**config.mk**
```make
export PLATFORM = sky130hd
export DESIGN_NAME = pwm_capture
export DESIGN_NICKNAME = d
export VERILOG_FILES = /design/src/rtl/pwm_capture.sv
export SDC_FILE = /design/constraint.sdc
export NUM_CORES = 1
export LEC_CHECK = 0
export ABC_AREA = 1
export CORE_ASPECT_RATIO = 0.75
export CORE_MARGIN = 1.5
export CORE_UTILIZATION = 55
export DETAILED_ROUTE_END_ITERATION = 8
export PLACE_DENSITY = 0.76
export SLEW_MARGIN = 5
export SYNTH_ARGS = -nofsm -noshare
export SYNTH_HDL_FRONTEND = slang
export SYNTH_SLANG_ARGS = --single-unit
```
**constraint.sdc**
```tcl
create_clock -name clk -period 8.9 [get_ports clk]
set_clock_uncertainty 0.15 [all_clocks]
set_input_delay 1.78 -clock clk [delete_from_list [all_inputs] [get_ports clk]]
set_output_delay 1.78 -clock clk [all_outputs]
set_load 0.005 [all_outputs]
```
**src/rtl/pwm_capture.sv**
```systemverilog
// PWM measurement receiver: consumes NS samples per clock and reports each
// complete cycle's period and high time in sample units.
module pwm_capture #(
  parameter int WIDTH  = 18,
  parameter int HRBITS = 3
) (
  input  logic                     clk,
  input  logic                     rst,
  input  logic [(1<<HRBITS)-1:0]   pwmD,
  output logic [WIDTH:0]           period,
  output logic [WIDTH:0]           high,
  output logic                     meas_valid,
  output logic                     glitch,
  output logic                     timeout
);

  localparam int NS = 1 << HRBITS;
  localparam int RW = WIDTH + 1;

  function automatic logic [HRBITS:0] popcnt(input logic [NS-1:0] v);
    logic [HRBITS:0] c;
    c = '0;
    for (int i = 0; i < NS; i++) c = c + {{HRBITS{1'b0}}, v[i]};
    return c;
  endfunction

  function automatic logic [RW-1:0] sat_add(input logic [RW-1:0] a, input logic [RW-1:0] b);
    logic [RW:0] s;
    s = {1'b0, a} + {1'b0, b};
    return s[RW] ? {RW{1'b1}} : s[RW-1:0];
  endfunction

  logic          prev_q, prev_d;
  logic [RW-1:0] acc_p_q, acc_p_d, acc_h_q, acc_h_d;
  logic          armed_q, armed_d;
  logic          sat_q, sat_d;
  logic [RW-1:0] period_q, period_d, high_q, high_d;
  logic          valid_q, valid_d, glitch_q, glitch_d, timeout_q, timeout_d;

  logic [NS-1:0]     prev_vec, rise, below_mask;
  logic [HRBITS-1:0] pos;
  logic              multi;
  logic [HRBITS:0]   pop_all, pop_lo, pop_hi;
  logic [RW:0]       step_p;

  // pos ends up at the last (highest) rising edge; for a single edge it is k.
  always_comb begin
    prev_vec   = {pwmD[NS-2:0], prev_q};
    rise       = pwmD & ~prev_vec;
    pos        = '0;
    for (int i = 0; i < NS; i++) if (rise[i]) pos = HRBITS'(i);
    multi      = |(rise & (rise - NS'(1)));
    below_mask = (NS'(1) << pos) - NS'(1);
    pop_all    = popcnt(pwmD);
    pop_lo     = popcnt(pwmD & below_mask);
    pop_hi     = pop_all - pop_lo;
    step_p     = {1'b0, acc_p_q} + (RW+1)'(NS);
  end

  always_comb begin
    // NOTE: every next-state signal gets a default first so no latch is inferred.
    prev_d    = pwmD[NS-1];
    acc_p_d   = acc_p_q;
    acc_h_d   = acc_h_q;
    armed_d   = armed_q;
    sat_d     = sat_q;
    period_d  = period_q;
    high_d    = high_q;
    valid_d   = 1'b0;
    glitch_d  = 1'b0;
    timeout_d = 1'b0;

    if (rise == '0) begin
      acc_h_d = sat_add(acc_h_q, RW'(pop_all));
      // Once clamped, acc_p holds at all-ones and timeout stays quiet until an edge.
      if (!sat_q) begin
        if (step_p[RW]) begin
          acc_p_d   = {RW{1'b1}};
          sat_d     = 1'b1;
          armed_d   = 1'b0;
          timeout_d = 1'b1;
        end else begin
          acc_p_d = step_p[RW-1:0];
        end
      end
    end else begin
      if (multi) begin
        glitch_d = 1'b1;
      end else if (armed_q) begin
        period_d = sat_add(acc_p_q, RW'(pos));
        high_d   = sat_add(acc_h_q, RW'(pop_lo));
        valid_d  = 1'b1;
      end
      acc_p_d = RW'(NS) - RW'(pos);
      acc_h_d = RW'(pop_hi);
      armed_d = 1'b1;
      sat_d   = 1'b0;
    end
  end

  // NOTE: reset is synchronous, so it lives inside the clocked block's if.
  always_ff @(posedge clk) begin
    if (rst) begin
      prev_q    <= 1'b0;
      acc_p_q   <= '0;
      acc_h_q   <= '0;
      armed_q   <= 1'b0;
      sat_q     <= 1'b0;
      period_q  <= '0;
      high_q    <= '0;
      valid_q   <= 1'b0;
      glitch_q  <= 1'b0;
      timeout_q <= 1'b0;
    end else begin
      prev_q    <= prev_d;
      acc_p_q   <= acc_p_d;
      acc_h_q   <= acc_h_d;
      armed_q   <= armed_d;
      sat_q     <= sat_d;
      period_q  <= period_d;
      high_q    <= high_d;
      valid_q   <= valid_d;
      glitch_q  <= glitch_d;
      timeout_q <= timeout_d;
    end
  end

  assign period     = period_q;
  assign high       = high_q;
  assign meas_valid = valid_q;
  assign glitch     = glitch_q;
  assign timeout    = timeout_q;

endmodule

```
Word level (Yosys, flattened, before mapping). Cells that the tools add are included.

Add/sub/neg operators: 22. Equality and inequality tests: 2. Shift operators: 1. Mux-type cells: 21. Bitwise operators: 6. Reductions and logical operators: 8.

Operator list (count): $mux W19 (6); $add A19 B4 Y20 (2); $add A4 B1 Y4 (8); $and A8 B8 Y8 (3); $add A19 B3 Y20 (1); $add A19 B4 Y20 const B (1); $mux W3 (6); $reduce_or A10 Y1 (1); $add A3 B1 Y4 (2); $logic_not A8 Y1 (1); $mux W1 (8); $not A8 Y8 (1); $reduce_or A8 Y1 (1); $shl A1 B3 Y8 const A (1); $sub A8 B1 Y8 const B (1); $sub A8 B2 Y8 const B (1); $add A2 B1 Y3 (2); $sub A4 B3 Y5 const A (1); $add A1 B1 Y2 (2); $mux W4 (1); $ne A2 B2 Y1 const B (2); $reduce_or A2 Y1 (2); $sub A4 B4 Y4 (1); $reduce_and A3 Y1 (1); 3 further kinds (4).

Bits in registers: 82. Input port bits: 10. Output and inout port bits: 41. Word-level logic and storage cells: 71.

Logic depth before layout (Yosys ltp).
Depth after elaboration: 21. Mapped depth: 29. Gate-level depth less buffers: 29.

Least setup slack after synthesis. OpenSTA, ideal clock, no wires.

Path type: input to register. From: in pwmD[0]. To: reg high_q[13] (netlist: high[13]). Library setup time: 113 ps. Data arrival time: 6841 ps. Data required time: 8637 ps. Setup slack: 1796 ps. Stages: 28. Buffers on the path: 1. Cells stage by stage: inv_1 > ha_1 > inv_1 > nand2_1 > nand3_1 > o21bai_1 > inv_1 > ha_1 > ha_1 > or2_2 > fa_1 > fa_1 > fa_1 > inv_1 > ha_1 > fa_1 > xnor2_1 > inv_1 > ha_1 > nand2_1 > nand3_1 > nand3_1 > nand2_2 > nand2_2 > buf_2 > nand3_1 > nor2_1 > nor2_1.

Longest elaborated chain between the ends: 21. Elaborated cells on any way between the ends: 28. Classes of those cells: add/sub (10); shift (1); mux (8); bitwise (6); reduce/logical (3).

Ends and longest elaborated chain: start, declared (RTL line 9) `input logic [(1<<HRBITS)-1:0] pwmD,`; $not A8 Y8 (RTL line 49) `rise = pwmD & ~prev_vec;`; $and A8 B8 Y8 (RTL line 49); $mux W1 (RTL line 51) `for (int i = 0; i < NS; i++) if (rise[i]) pos = HRBITS'(i);`; $mux W3 (6 in a row) (RTL line 51); $shl A1 B3 Y8 (RTL line 53) `below_mask = (NS'(1) << pos) - NS'(1);`; $sub A8 B2 Y8 (RTL line 53); $and A8 B8 Y8 (RTL line 55) `pop_lo = popcnt(pwmD & below_mask);`; $add A1 B1 Y2 (RTL line 23) `for (int i = 0; i < NS; i++) c = c + {{HRBITS{1'b0}}, v[i]};`; $add A2 B1 Y3 (RTL line 23); $add A3 B1 Y4 (RTL line 23); $add A4 B1 Y4 (4 in a row) (RTL line 23); $add A19 B4 Y20 (RTL line 29) `s = {1'b0, a} + {1'b0, b};`; $mux W19 (RTL line 30) `return s[RW] ? {RW{1'b1}} : s[RW-1:0];`; end signal, assigned (RTL line 121) `high_q <= high_d;`; end, declared (RTL line 37) `logic [RW-1:0] period_q, period_d, high_q, high_d;`.

Parallel ways exist; a longest one is shown, timed or not. A chain may end at the register's enable or synchronous reset.

Worst setup path in the final report.
From: in pwmD[0]. To: reg high_q[7] (netlist: high[7]).

Same word-level chain as after synthesis.

==> impl_metrics.csv <==
group,metric,value,unit
route,wl_per_cell,13.5,um
clock_tree,htreeDepth,3,
global_routing,overflow,0,
die,num_rows,32,
clock_tree,cts-root-buf,"clkbuf_16",
place,gp_congestion,0.953,
sta,hold_violations,0,
critical_path,cp-endpoint,"high[7]",
final_layout,nFillCells,962,
sta,maxSlewHeadroom,34.7,%
power_and_ir_drop,ir_drop,0.109,mV
route,drt_wl_total,15100,um
critical_path,cp.required,8.98,ns
critical_path,cp-startpoint,"pwmD[0]",
synthesis,yosysWarnings,0,
final_layout,final_common_cell,"nand2_1",
synthesis,synth.net_count,988,
critical_path,end_kind,"flip-flop",
route,vias_per_cell,5.19,
synthesis,synth.distinct_cells,34,
place,placed_area,6470,um2
synthesis,syn_inst,937,
sta,finalCriticalPeriod,7.94,ns
global_routing,grt_pass1_wl,25400,um
synthesis,syn-mean-instance-area,6.32,um2
route,antenna_left,0,
place,place_ws,0.719,ns
final_layout,utilization,65.6,%
sta,setup_viol,0,
sta,drv_slew,0,
critical_path,crit_path_max_fanout,14,
global_routing,antenna_found_initial,0,
final_layout,design_area,6800,um2
die,start_util,57.1,%
critical_path,reg2reg_slack,6.33,ns
global_routing,first_global_vias,5194,
clock_tree,numCtsBuffers,9,
global_routing,grt_use_total,28.3,%
global_routing,grt_max_degree,71,
critical_path,critPathKind,"in -> reg",
sta,finalSetupTns,0,ns
route,drt_iter0_drc,487,
clock_tree,clk_pin_slew,0.06,ns
final_layout,drive_gt1_share,5.91,%
power_and_ir_drop,totalPowerFinal,0.00128,W
route,drc,0,
route,drt_first_pass_iters,5,
final_layout,diodes,0,
sta,timing.final.ws_setup,0.964,ns
critical_path,start_kind,"input pin",
synthesis,ys_seq_area_share,27.7,%
clock_tree,clk-insertion-delay-late,0.35,ns
clock_tree,clock_sinks,82,
synthesis,synth_area,5930,um2
route,vias,5797,
clock_tree,post_cts_resized,0,
place,dp.final_hpwl,11000,um
critical_path,r2r-end,"period[3]",
clock_tree,cts_tree,"done",
run_status,status,"complete, no violations",
clock_tree,postCtsSetupRepairBufs,0,
power_and_ir_drop,power.static_leakage,3.36,nW
sta,final.period_utilization,89.2,%
die,pin_count,51,
clock_tree,ctsHoldBuffers,0,
final_layout,final_cell_mix,"nand2_1 (277), inv_1 (131), nor2_1 (123)",
sta,worstMarginPinSlew,0.975,ns
final_layout,nets,1027,
die,die_h,92.9,um
power_and_ir_drop,power.density,188,nW/um2
die,die_area,11400,um2
sta,clock.fmax,0.126,GHz
sta,rsz0062_at_grt,"false",
critical_path,r2r_cells,9,
place,io_buffers,50,
final_layout,syn_to_final_growth,14.7,%
synthesis,ys_seq_elements,82,
hold_path,worstHoldPathType,"reg -> reg",
critical_path,crit_arrival,8.02,ns
die,die_w,123,um
job,maxCapViolCount,0,
critical_path,r2r-start,"acc_p_q[2]",
clock_tree,clockBufferDepth,2,
die,core,10400,um2
==> stage by stage <==
step | instances | hold WS [ns]
2_1_floorplan | 937 | 0.296
4_1_cts | 1117 | 0.346
6_report | 1117 | 0.347
5_1_grt | 1117 | 0.362
3_3_place_gp | 1101 | 0.331
3_5_place_dp | 1101 | 0.332
==> Yosys cell counts <==
master	n	area share, %
nand3b_1	5	0.63
clkbuf_2	2	0.17
o21ai_1	1	0.084
nor3_1	6	0.51
inv_1	131	8.3
nand4_1	15	1.6
inv_2	11	0.70
nand3_4	1	0.30
nand2_8	1	0.34
a211oi_1	1	0.13
a21oi_1	35	3.0
buf_6	4	0.76
nand3_1	79	6.7
clkbuf_1	10	0.63
or2_2	6	0.63
nor2_1	123	7.8
nor2_4	2	0.38
nor2_2	7	0.74
nand2_1	277	18
a31oi_1	3	0.32
clkinv_1	1	0.063
nand2_2	10	1.1
ha_1	29	6.1
buf_4	3	0.38
xnor2_1	10	1.5
xor2_1	21	3.1
fa_1	12	4.1
o21ai_0	36	3.0
nor2_8	2	0.68
dfxtp_1	82	28
o21bai_1	1	0.13
inv_4	1	0.11
o211ai_1	4	0.51
buf_2	5	0.42
==> worst max-delay path: stages <==
cell	delay, ns
clkdlybuf4s50_1	0.48
inv_1	0.10
ha_1	0.17
inv_1	0.08
nand2_1	0.07
nand3_1	0.06
o21bai_1	0.32
inv_1	0.15
ha_1	0.24
ha_1	0.20
or2_2	0.32
fa_1	0.51
fa_1	0.52
fa_1	0.57
inv_1	0.05
ha_1	0.22
fa_1	0.40
xnor2_1	0.28
inv_1	0.11
ha_1	0.32
nand2_1	0.10
nand3_1	0.16
nand3_1	0.15
nand2_2	0.08
nand2_2	0.24
nand3_1	0.14
nor2_1	0.13
nor2_1	0.07
==> sequential cells by signal, summed over array words and instances, names as in the netlist <==
| signal | flops |
|---|---|
| sat_q | 1 |
| period | 19 |
| high | 19 |
| acc_p_q | 19 |
| timeout | 1 |
| glitch | 1 |
| acc_h_q | 19 |
| armed_q | 1 |
| prev_q | 1 |
| meas_valid | 1 |
==> report_power, final <==
group | total [W] | internal, W | switching [W] | leakage (nW)
Clock | 0.000415 | 0.000255 | 0.000160 | 0.156
Combinational | 0.000443 | 0.000189 | 0.000254 | 2.53
Sequential | 0.000418 | 0.000398 | 0.0000199 | 0.669
==> worst min-delay path by stage <==
| stage | slack, ns | end | from | depth (start not counted) |
|---|---|---|---|---|
| 6_report | 0.35 | armed_q | armed_q | 2 |
| 5_1_grt | 0.36 | acc_p_q[0] | acc_p_q[0] | 2 |
| 4_1_cts | 0.35 | armed_q | armed_q | 2 |
| 3_5_place_dp | 0.33 | armed_q | armed_q | 2 |
| 3_3_place_gp | 0.33 | armed_q | armed_q | 2 |
| 2_1_floorplan | 0.30 | acc_p_q[0] | acc_p_q[0] | 2 |
==> kinds of logic after synthesis <==
group                      after synthesis  share of synthesized area (%)
AOI/OAI and AO/OA                       81                           7.16
xor gates and xnor gates                31                           4.58
adders and majority gates               41                           10.2
buffers and inverters                  168                           11.5
DFF                                     82                           27.7
and+or+nand+nor                        534                           38.9
==> layer usage <==
metal | up-vias | track usage [%] | routed length, um
met1 | 2542 | 43.1 | 7470
met3 | 19 | 5.23 | 1470
li1 | 2988 | - | -
met5 | - | 0 | 0
met4 | 0 | 7.66 | 247
met2 | 248 | 40.1 | 5900
==> cell type report <==
type	count	area, um2	area share, %
multi-input cells	687	3600	53.0
flip-flops and latches	82	1640	24.1
inverters	144	543	7.99
repair buffers	52	515	7.58
clock buffers	11	243	3.57
well taps	136	170	2.50
clock inverters	5	85.1	1.25
Power figures use the tool's default switching activity.
